`src/rtl/axis_ins_arb_pkg.sv`:
```
// Shared types for the insert-header round-robin arbiter.
// Holds the packet-level FSM encoding and the grant-index width helper.
package axis_ins_arb_pkg;

    typedef enum logic [1:0] {
        IDLE = 2'd0,
        HDR  = 2'd1,
        BODY = 2'd2
    } arb_state_e;

    // A single source still needs a 1-bit index so port widths never collapse to zero.
    function automatic int sel_width(input int n);
        return (n < 2) ? 1 : $clog2(n);
    endfunction

endpackage

```
`src/rtl/axis_insert_arbiter_rr_pick.sv`:
```
// Combinational round-robin picker: first requester at or after ptr_i, wrapping.
// Produces both an index and a one-hot form of the winner.
module rr_pick
    import axis_ins_arb_pkg::*;
#(
    parameter int NUM_SRC = 2,
    parameter int SEL_WD  = 1
) (
    input  logic [NUM_SRC-1:0] req_i,
    input  logic [SEL_WD-1:0]  ptr_i,
    output logic [NUM_SRC-1:0] gnt_oh_o,
    output logic [SEL_WD-1:0]  gnt_idx_o,
    output logic               any_req_o
);

    localparam int SW1 = SEL_WD + 1;

    logic [SW1-1:0]    sum;
    logic [SEL_WD-1:0] idx;

    // Scan from the farthest offset down so the nearest requester overwrites last.
    always_comb begin
        gnt_idx_o = '0;
        sum       = '0;
        idx       = '0;
        any_req_o = |req_i;
        for (int k = NUM_SRC - 1; k >= 0; k--) begin
            sum = {1'b0, ptr_i} + SW1'(k);
            idx = (sum >= SW1'(NUM_SRC)) ? SEL_WD'(sum - SW1'(NUM_SRC)) : SEL_WD'(sum);
            if (req_i[idx]) begin
                gnt_idx_o = idx;
            end
        end
        gnt_oh_o = any_req_o ? (NUM_SRC'(1) << gnt_idx_o) : '0;
    end

endmodule

```
`src/rtl/axis_insert_arbiter.sv`:
```
// Round-robin front end sharing one insert-header datapath among NUM_SRC sources.
// A grant is held from the header handshake through the payload beat carrying last.
module axis_insert_arbiter
    import axis_ins_arb_pkg::*;
#(
    parameter int  DATA_WD      = 32,
    parameter int  DATA_BYTE_WD = DATA_WD / 8,
    parameter int  NUM_SRC      = 2,
    localparam int SEL_WD       = sel_width(NUM_SRC)
) (
    input  logic                             clk,
    input  logic                             rst_n,

    input  logic [NUM_SRC-1:0]               s_valid_insert,
    input  logic [NUM_SRC*DATA_WD-1:0]       s_header_insert,
    input  logic [NUM_SRC*DATA_BYTE_WD-1:0]  s_keep_insert,
    output logic [NUM_SRC-1:0]               s_ready_insert,

    input  logic [NUM_SRC-1:0]               s_valid_in,
    input  logic [NUM_SRC*DATA_WD-1:0]       s_data_in,
    input  logic [NUM_SRC*DATA_BYTE_WD-1:0]  s_keep_in,
    input  logic [NUM_SRC-1:0]               s_last_in,
    output logic [NUM_SRC-1:0]               s_ready_in,

    output logic                             m_valid_insert,
    output logic [DATA_WD-1:0]               m_header_insert,
    output logic [DATA_BYTE_WD-1:0]          m_keep_insert,
    input  logic                             m_ready_insert,

    output logic                             m_valid_in,
    output logic [DATA_WD-1:0]               m_data_in,
    output logic [DATA_BYTE_WD-1:0]          m_keep_in,
    output logic                             m_last_in,
    input  logic                             m_ready_in,

    output logic [SEL_WD-1:0]                grant_id,
    output logic                             busy
);

    arb_state_e          state_q, state_d;
    logic [SEL_WD-1:0]   grant_q, grant_d;
    logic [NUM_SRC-1:0]  grant_oh_q, grant_oh_d;
    logic [SEL_WD-1:0]   rr_q, rr_d;

    logic [NUM_SRC-1:0]  pick_oh;
    logic [SEL_WD-1:0]   pick_idx;
    logic                pick_any;

    logic                    sel_vi;
    logic [DATA_WD-1:0]      sel_hdr;
    logic [DATA_BYTE_WD-1:0] sel_hkeep;
    logic                    sel_vin;
    logic [DATA_WD-1:0]      sel_data;
    logic [DATA_BYTE_WD-1:0] sel_keep;
    logic                    sel_last;

    // Only the header valid counts as a request; payload-only sources never win.
    rr_pick #(
        .NUM_SRC (NUM_SRC),
        .SEL_WD  (SEL_WD)
    ) u_rr_pick (
        .req_i     (s_valid_insert),
        .ptr_i     (rr_q),
        .gnt_oh_o  (pick_oh),
        .gnt_idx_o (pick_idx),
        .any_req_o (pick_any)
    );

    always_comb begin
        sel_vi    = 1'b0;
        sel_hdr   = '0;
        sel_hkeep = '0;
        sel_vin   = 1'b0;
        sel_data  = '0;
        sel_keep  = '0;
        sel_last  = 1'b0;
        for (int i = 0; i < NUM_SRC; i++) begin
            if (grant_q == SEL_WD'(i)) begin
                sel_vi    = s_valid_insert[i];
                sel_hdr   = s_header_insert[i*DATA_WD +: DATA_WD];
                sel_hkeep = s_keep_insert[i*DATA_BYTE_WD +: DATA_BYTE_WD];
                sel_vin   = s_valid_in[i];
                sel_data  = s_data_in[i*DATA_WD +: DATA_WD];
                sel_keep  = s_keep_in[i*DATA_BYTE_WD +: DATA_BYTE_WD];
                sel_last  = s_last_in[i];
            end
        end
    end

    always_comb begin
        state_d         = state_q;
        grant_d         = grant_q;
        grant_oh_d      = grant_oh_q;
        rr_d            = rr_q;
        m_valid_insert  = 1'b0;
        m_header_insert = '0;
        m_keep_insert   = '0;
        s_ready_insert  = '0;
        m_valid_in      = 1'b0;
        m_data_in       = '0;
        m_keep_in       = '0;
        m_last_in       = 1'b0;
        s_ready_in      = '0;
        unique case (state_q)
            IDLE: begin
                if (pick_any) begin
                    grant_d    = pick_idx;
                    grant_oh_d = pick_oh;
                    state_d    = HDR;
                end
            end
            HDR: begin
                m_valid_insert = sel_vi;
                if (sel_vi) begin
                    m_header_insert = sel_hdr;
                    m_keep_insert   = sel_hkeep;
                end
                s_ready_insert = grant_oh_q & {NUM_SRC{m_ready_insert}};
                if (sel_vi && m_ready_insert) begin
                    state_d = BODY;
                end
            end
            BODY: begin
                m_valid_in = sel_vin;
                if (sel_vin) begin
                    m_data_in = sel_data;
                    m_keep_in = sel_keep;
                    m_last_in = sel_last;
                end
                s_ready_in = grant_oh_q & {NUM_SRC{m_ready_in}};
                // Pointer moves past the finished source so the others get the next turn.
                if (sel_vin && m_ready_in && sel_last) begin
                    state_d = IDLE;
                    rr_d    = (grant_q == SEL_WD'(NUM_SRC - 1)) ? '0 : grant_q + SEL_WD'(1);
                end
            end
            default: begin
                state_d = IDLE;
            end
        endcase
    end

    always_ff @(posedge clk or negedge rst_n) begin
        if (!rst_n) begin
            state_q    <= IDLE;
            grant_q    <= '0;
            grant_oh_q <= '0;
            rr_q       <= '0;
        end else begin
            state_q    <= state_d;
            grant_q    <= grant_d;
            grant_oh_q <= grant_oh_d;
            rr_q       <= rr_d;
        end
    end

    assign grant_id = grant_q;
    assign busy     = (state_q != IDLE);

endmodule

```
`config.mk`:
```
export PLATFORM = sky130hd
export DESIGN_NAME = axis_insert_arbiter
export DESIGN_NICKNAME = d
export VERILOG_FILES = /design/src/rtl/axis_ins_arb_pkg.sv /design/src/rtl/axis_insert_arbiter_rr_pick.sv /design/src/rtl/axis_insert_arbiter.sv
export SDC_FILE = /design/constraint.sdc
export NUM_CORES = 1
export LEC_CHECK = 0
export ABC_CLOCK_PERIOD_IN_PS = 1800
export CAP_MARGIN = 20
export CORE_AREA = 2 2 90 92
export DETAILED_ROUTE_END_ITERATION = 8
export DIE_AREA = 0 0 92 94
export PLACE_DENSITY = 0.71
export SLEW_MARGIN = 25
export SYNTH_ARGS = -nofsm -noshare
export SYNTH_HDL_FRONTEND = slang
export SYNTH_SLANG_ARGS = --single-unit
```
`constraint.sdc`:
```
create_clock -name clk -period 1.8 [get_ports clk]
set_clock_uncertainty 0.05 [all_clocks]
set_input_delay 0.27 -clock clk [delete_from_list [all_inputs] [get_ports clk]]
set_output_delay 0.27 -clock clk [all_outputs]
set_load 0.005 [all_outputs]
```
# == Word level (Yosys, flattened, before mapping) ==
# Cells that the tools add are included.
# word_totals
reg_bits,6
# op_classes
muxes,34
order_cmp,4
n_addsub,4
n_reduce_logical,9
eq_ne,5
bitwise_logic,2
n_shift,1
# op_table
operator,n
2-to-1 mux 32 bit,6
2-to-1 mux 4 bit,6
2-to-1 mux 1 bit,16
2-to-1 mux 2 bit,5
"!= test 2 bit, second input constant",3
one-hot mux 2 bit (3 select lines),1
bitwise AND 2 bit,2
"< comparator 1 x 2 -> 1 bit, second input constant",2
AND reduction 2 bit,2
logical AND 1 bit,3
AND reduction 3 bit,1
"adder 1 x 1 -> 2 bit, second input constant",1
"== test 2 x 1 -> 1 bit, second input constant",1
"== test 2 bit, second input constant",1
"greater-or-equal comparator 1 x 2 -> 1 bit, second input constant",1
"greater-or-equal comparator 2 bit, second input constant",1
logical NOT 2 bit,1
nonzero test 2 bit,1
OR reduction 2 bit,1
"<< shifter 1 x 1 -> 2 bit, first input constant",1
"subtractor 1 bit, second input constant",2
"adder 1 bit, second input constant",1

# == Logic depth before layout (Yosys ltp) ==
# logic_depth
word_depth,8
depth_mapped,6
depth_no_buf,3

# == By module ==
# From an unflattened synthesis, not the netlist that was laid out.
# hier_totals
hier_cells,201
area_unflattened_um2,1527.7
# modules_own_cells
mod,cells_each,area_each_um2,instances
axis_insert_arbiter,196,1495.2,1
rr_pick,5,32.5,1

# == Worst setup path before layout ==
# Ideal clock, no wire load.
# synth_path
path_kind,register -> output
startpoint,reg grant_q (netlist: grant_id)
endpoint,out m_data_in[22]
stages_incl_launch_ff,7
path_slack_ns,0.275
required_ns,1.480
arrival_ns,1.205
cell_sequence,dfrtp_1 buf_4 mux2_4 nand2_1 buf_6 buf_6 nor2_1
# synth_via
elab_chain_len,3
# synth_rtl
item,line_no,rtl
from (decl),axis_insert_arbiter.sv:41,"logic [SEL_WD-1:0] grant_q, grant_d;"
from (signal assigned),axis_insert_arbiter.sv:151,grant_q <= grant_d;
2-to-1 mux 32 bit / 2-to-1 mux 1 bit (equally long branches),axis_insert_arbiter.sv:78,if (grant_q == SEL_WD'(i)) begin
2-to-1 mux 32 bit *,axis_insert_arbiter.sv:125,if (sel_vin) begin
2-to-1 mux 32 bit *,axis_insert_arbiter.sv:104,unique case (state_q)
to (decl),axis_insert_arbiter.sv:31,"output logic [DATA_WD-1:0] m_data_in,"
# Mark *: on every way between the ends. The rest lies on a longest branch, timed or not.

# == Final worst setup path ==
# layout_path
startpoint,reg grant_q (netlist: grant_id)
endpoint,out m_header_insert[10]
# layout_via
elab_chain_len,3
# layout_rtl
item,line_no,rtl
2-to-1 mux 32 bit / 2-to-1 mux 1 bit (equally long branches),axis_insert_arbiter.sv:78,
2-to-1 mux 32 bit *,axis_insert_arbiter.sv:114,if (sel_vi) begin
2-to-1 mux 32 bit *,axis_insert_arbiter.sv:104,
to (decl),axis_insert_arbiter.sv:26,"output logic [DATA_WD-1:0] m_header_insert,"
# Marked as above.

==> results.md <==
* Status: finished, violations left
* Failing checks: setup timing
* Worst-path cell chain: mux2_4 > nand3b_4 > buf_12 > buf_12 > buf_8 > nor2_4 > clkbuf_2
* First-pass GRT wire length at 12400 µm
* Final worst-path setup slack at -0.193 ns
* Simple-gate share of the synthesized area at 0.265
* Worst-path clk slew at 0.04 ns
* CP most frequent cell: buf_12
* Diode count at 0
* Synthesis Warnings at 0
* Row count at 32
* Gpl congestion at 0.850
* Initial antenna violation count at 0
* CORE AREA at 0.00761 mm²
* Synth Area in Adders at 0
* TNS Setup at -8.49 ns
* Final hold vios at 0
* Worst-skew pair later-pin latency at 0.23 ns
* Die Ht at 94 µm
* WS Path Type: flop to output pin
* Net Count, Synth at 351
* Number of flops mapped to enable cells by yosys at 0
* Tot GR Track Use at 0.176
* DRT iter0 DRCs at 32
* Num CTS Buffers at 3
* # clock sinks at 5
* Pin count of the biggest net entering global routing at 34
* Synth top area cells: mux2i_1 50%, nor2_1 20%, dfrtp_1 8.6%, buf_6 3.1%, buf_2 2.4%
* Crit path max-delay cell type: dfrtp_4
* CP delay by family, top: flip-flops
* Fmax at 502 MHz
* Startpoint Class: flop
* # setup viols final at 75
* TritonRoute pass-1 iters at 4
* Compound-cell area share of the yosys netlist at 0.0318
* DRT antenna net count at 0
* Port bufs at 234
* CP peak stage delay at 0.52 ns
* Max-cap violations at 0
* # nets final at 621
* Yosys top cell area share at 0.503
* CP endpoint kind: output pin
* Minimum clock period at 1.99 ns
* Root Driver: clkbuf_8
* Cell area after placement at 0.00405 mm²
* TritonCTS clock tree: built
* Register area share after synthesis at 0.0861
* Pwr dens at 960 mW/mm²
* Area Overhead vs Synth at 202%
* Largest family of logic cells by synthesized area: multiplexers
* RSZ-0062 raised after global routing: true
* Die W at 92 µm
* H-tree lvl count at 1
* Post-synth top area cell: mux2i_1
* Seq. cell area at 129 µm²
* M3 GR Usage at 0.0474
* Cells after Synth at 197
* M2 GR Usage at 0.342
* Max Transition Viols Final at 0
* Mux share of post-synthesis cell area at 0.523
* Vias at 2485
* Ports at 235
* Aggregate global routing overflow at 0
* Worst Tran Pin Value at 0.310 ns
* Hold_buf cts at 0
* GRT met1 Usage at 0.196
* Critical path peak fanout at 5
* Fin Hold WS at 0.233 ns
* Syn Std Cell Area at 0.00145 mm²
* Peak supply drop at 589 µV
* Area of the multi-input gates at 0.00145 mm²
* CP bufs+invs at 4
* Slew HR at 0.787
* Syn Area/Cell at 7.38 µm²
* Top_reg_cell synth: dfrtp_1
* Via density at 4.38
* Final Cycle Share at 1.11
* Synth Register Bits at 5
* Synth Area in XOR/XNOR at 0
* DRC at 0
* Number of global-route vias before repair at 2447
* Clk buf depth at 2
* WP data required at 1.48 ns
* Fillers at 701
* Design area at 0.00439 mm²
* Unique cell type count in the Yosys netlist at 23
* Most used routing layer: met2
* Hold Crit Class: primary input to async pin
* Critical Path AT at 1.67 ns
* WL final at 9050 µm
* WL/cell at 15.9 µm
* Initial Utilization at 0.191
* Share of cells above drive strength 1 at 0.395
* Final HPWL DP at 6730 µm
* Static leakage at 2.10 nW
* Die area at 0.00865 mm²
* Async set or reset register ratio after synthesis at 1.00
## registers in the layout, indices dropped and copies added (netlist names)
name,flops
grant_id,1
grant_oh_q,1
rr_q,1
state_q,2
## final timing paths
check	end	from	cells past startpoint	slack (ns)
setup / recovery	m_header_insert[10]	grant_id	7	-0.19
hold / removal	grant_oh_q[0]	rst_n	1	0.23
setup reg to reg	state_q[0]	grant_id	3	0.38
hold reg to reg	grant_oh_q[0]	grant_oh_q[0]	1	0.49
max in group asynchronous	grant_id	rst_n	1	1.23
min in group clk	grant_oh_q[0]	grant_oh_q[0]	1	0.49
## cell usage after synthesis (4+ instances only)
library cell,n
dfrtp_1,5
mux2i_1,73
nand2_1,5
buf_6,4
nor2_1,76
buf_2,7
buf_4,4
## report_power, final
part / internal, mW / switching, mW / leakage (nW)
clock network: 0.149 / 0.0639 / 0.0255
registers: 0.174 / 0.0605 / 0.0598
logic: 2.15 / 1.62 / 2.01
## cell usage in the layout, fill, tap and decap left out, types with 3 or more instances in the layout
cell type	synthesis	layout
clkdlybuf4s50_1	0	155
mux2i_1	73	68
clkbuf_2	0	38
buf_2	7	33
nor2_1	76	32
nor2_2	0	23
nor2_4	0	21
buf_6	4	19
buf_4	4	17
buf_12	0	9
mux2i_2	0	4
nand2_1	5	4
dfrtp_1	5	4
buf_8	0	4
clkbuf_8	0	3
## kinds of logic (layout without fill, tap and decap cells)
family,Yosys count,after routing
muxes,75,75
and+or+nand+nor,91,91
AOI/OAI and AO/OA,6,6
buffers and inverters,20,289
DFF,5,5
## timing repair
| item | CTS | global route |
|---|---|---|
| buffers inserted | 4 | 18 |
| pin swaps | 10 | 22 |
| setup endpoints to repair | 80 | 78 |
| cloned | 2 | 2 |
| gates resized for setup | 166 | 190 |
## metrics by stage
stage,worst slack [ns],instances,utilization,power [mW]
finish,-0.193,568,0.577,4.22
global route,-0.235,568,0.577,4.48
CTS,-0.418,549,0.539,3.66
detailed placement,-0.417,539,0.532,3.47
global placement,-0.403,539,0.532,3.45
floorplan,0.275,197,-,1.81
## layout make-up
type,instances,share of cell area
multi-input combinational,172,0.330
clock inverter,1,0.00114
clock buffer,3,0.00940
tap,102,0.0291
sequential,5,0.0293
inverter,3,0.00256
timing repair buffer,282,0.598
## routing by layer
metal  part of all wire  vias up
met2               0.53      119
met5                  0        -
li1                   -     1219
met1               0.37     1133
met4              0.014        0
met3              0.077       14
No activity file was read; power rests on OpenSTA's default activity.
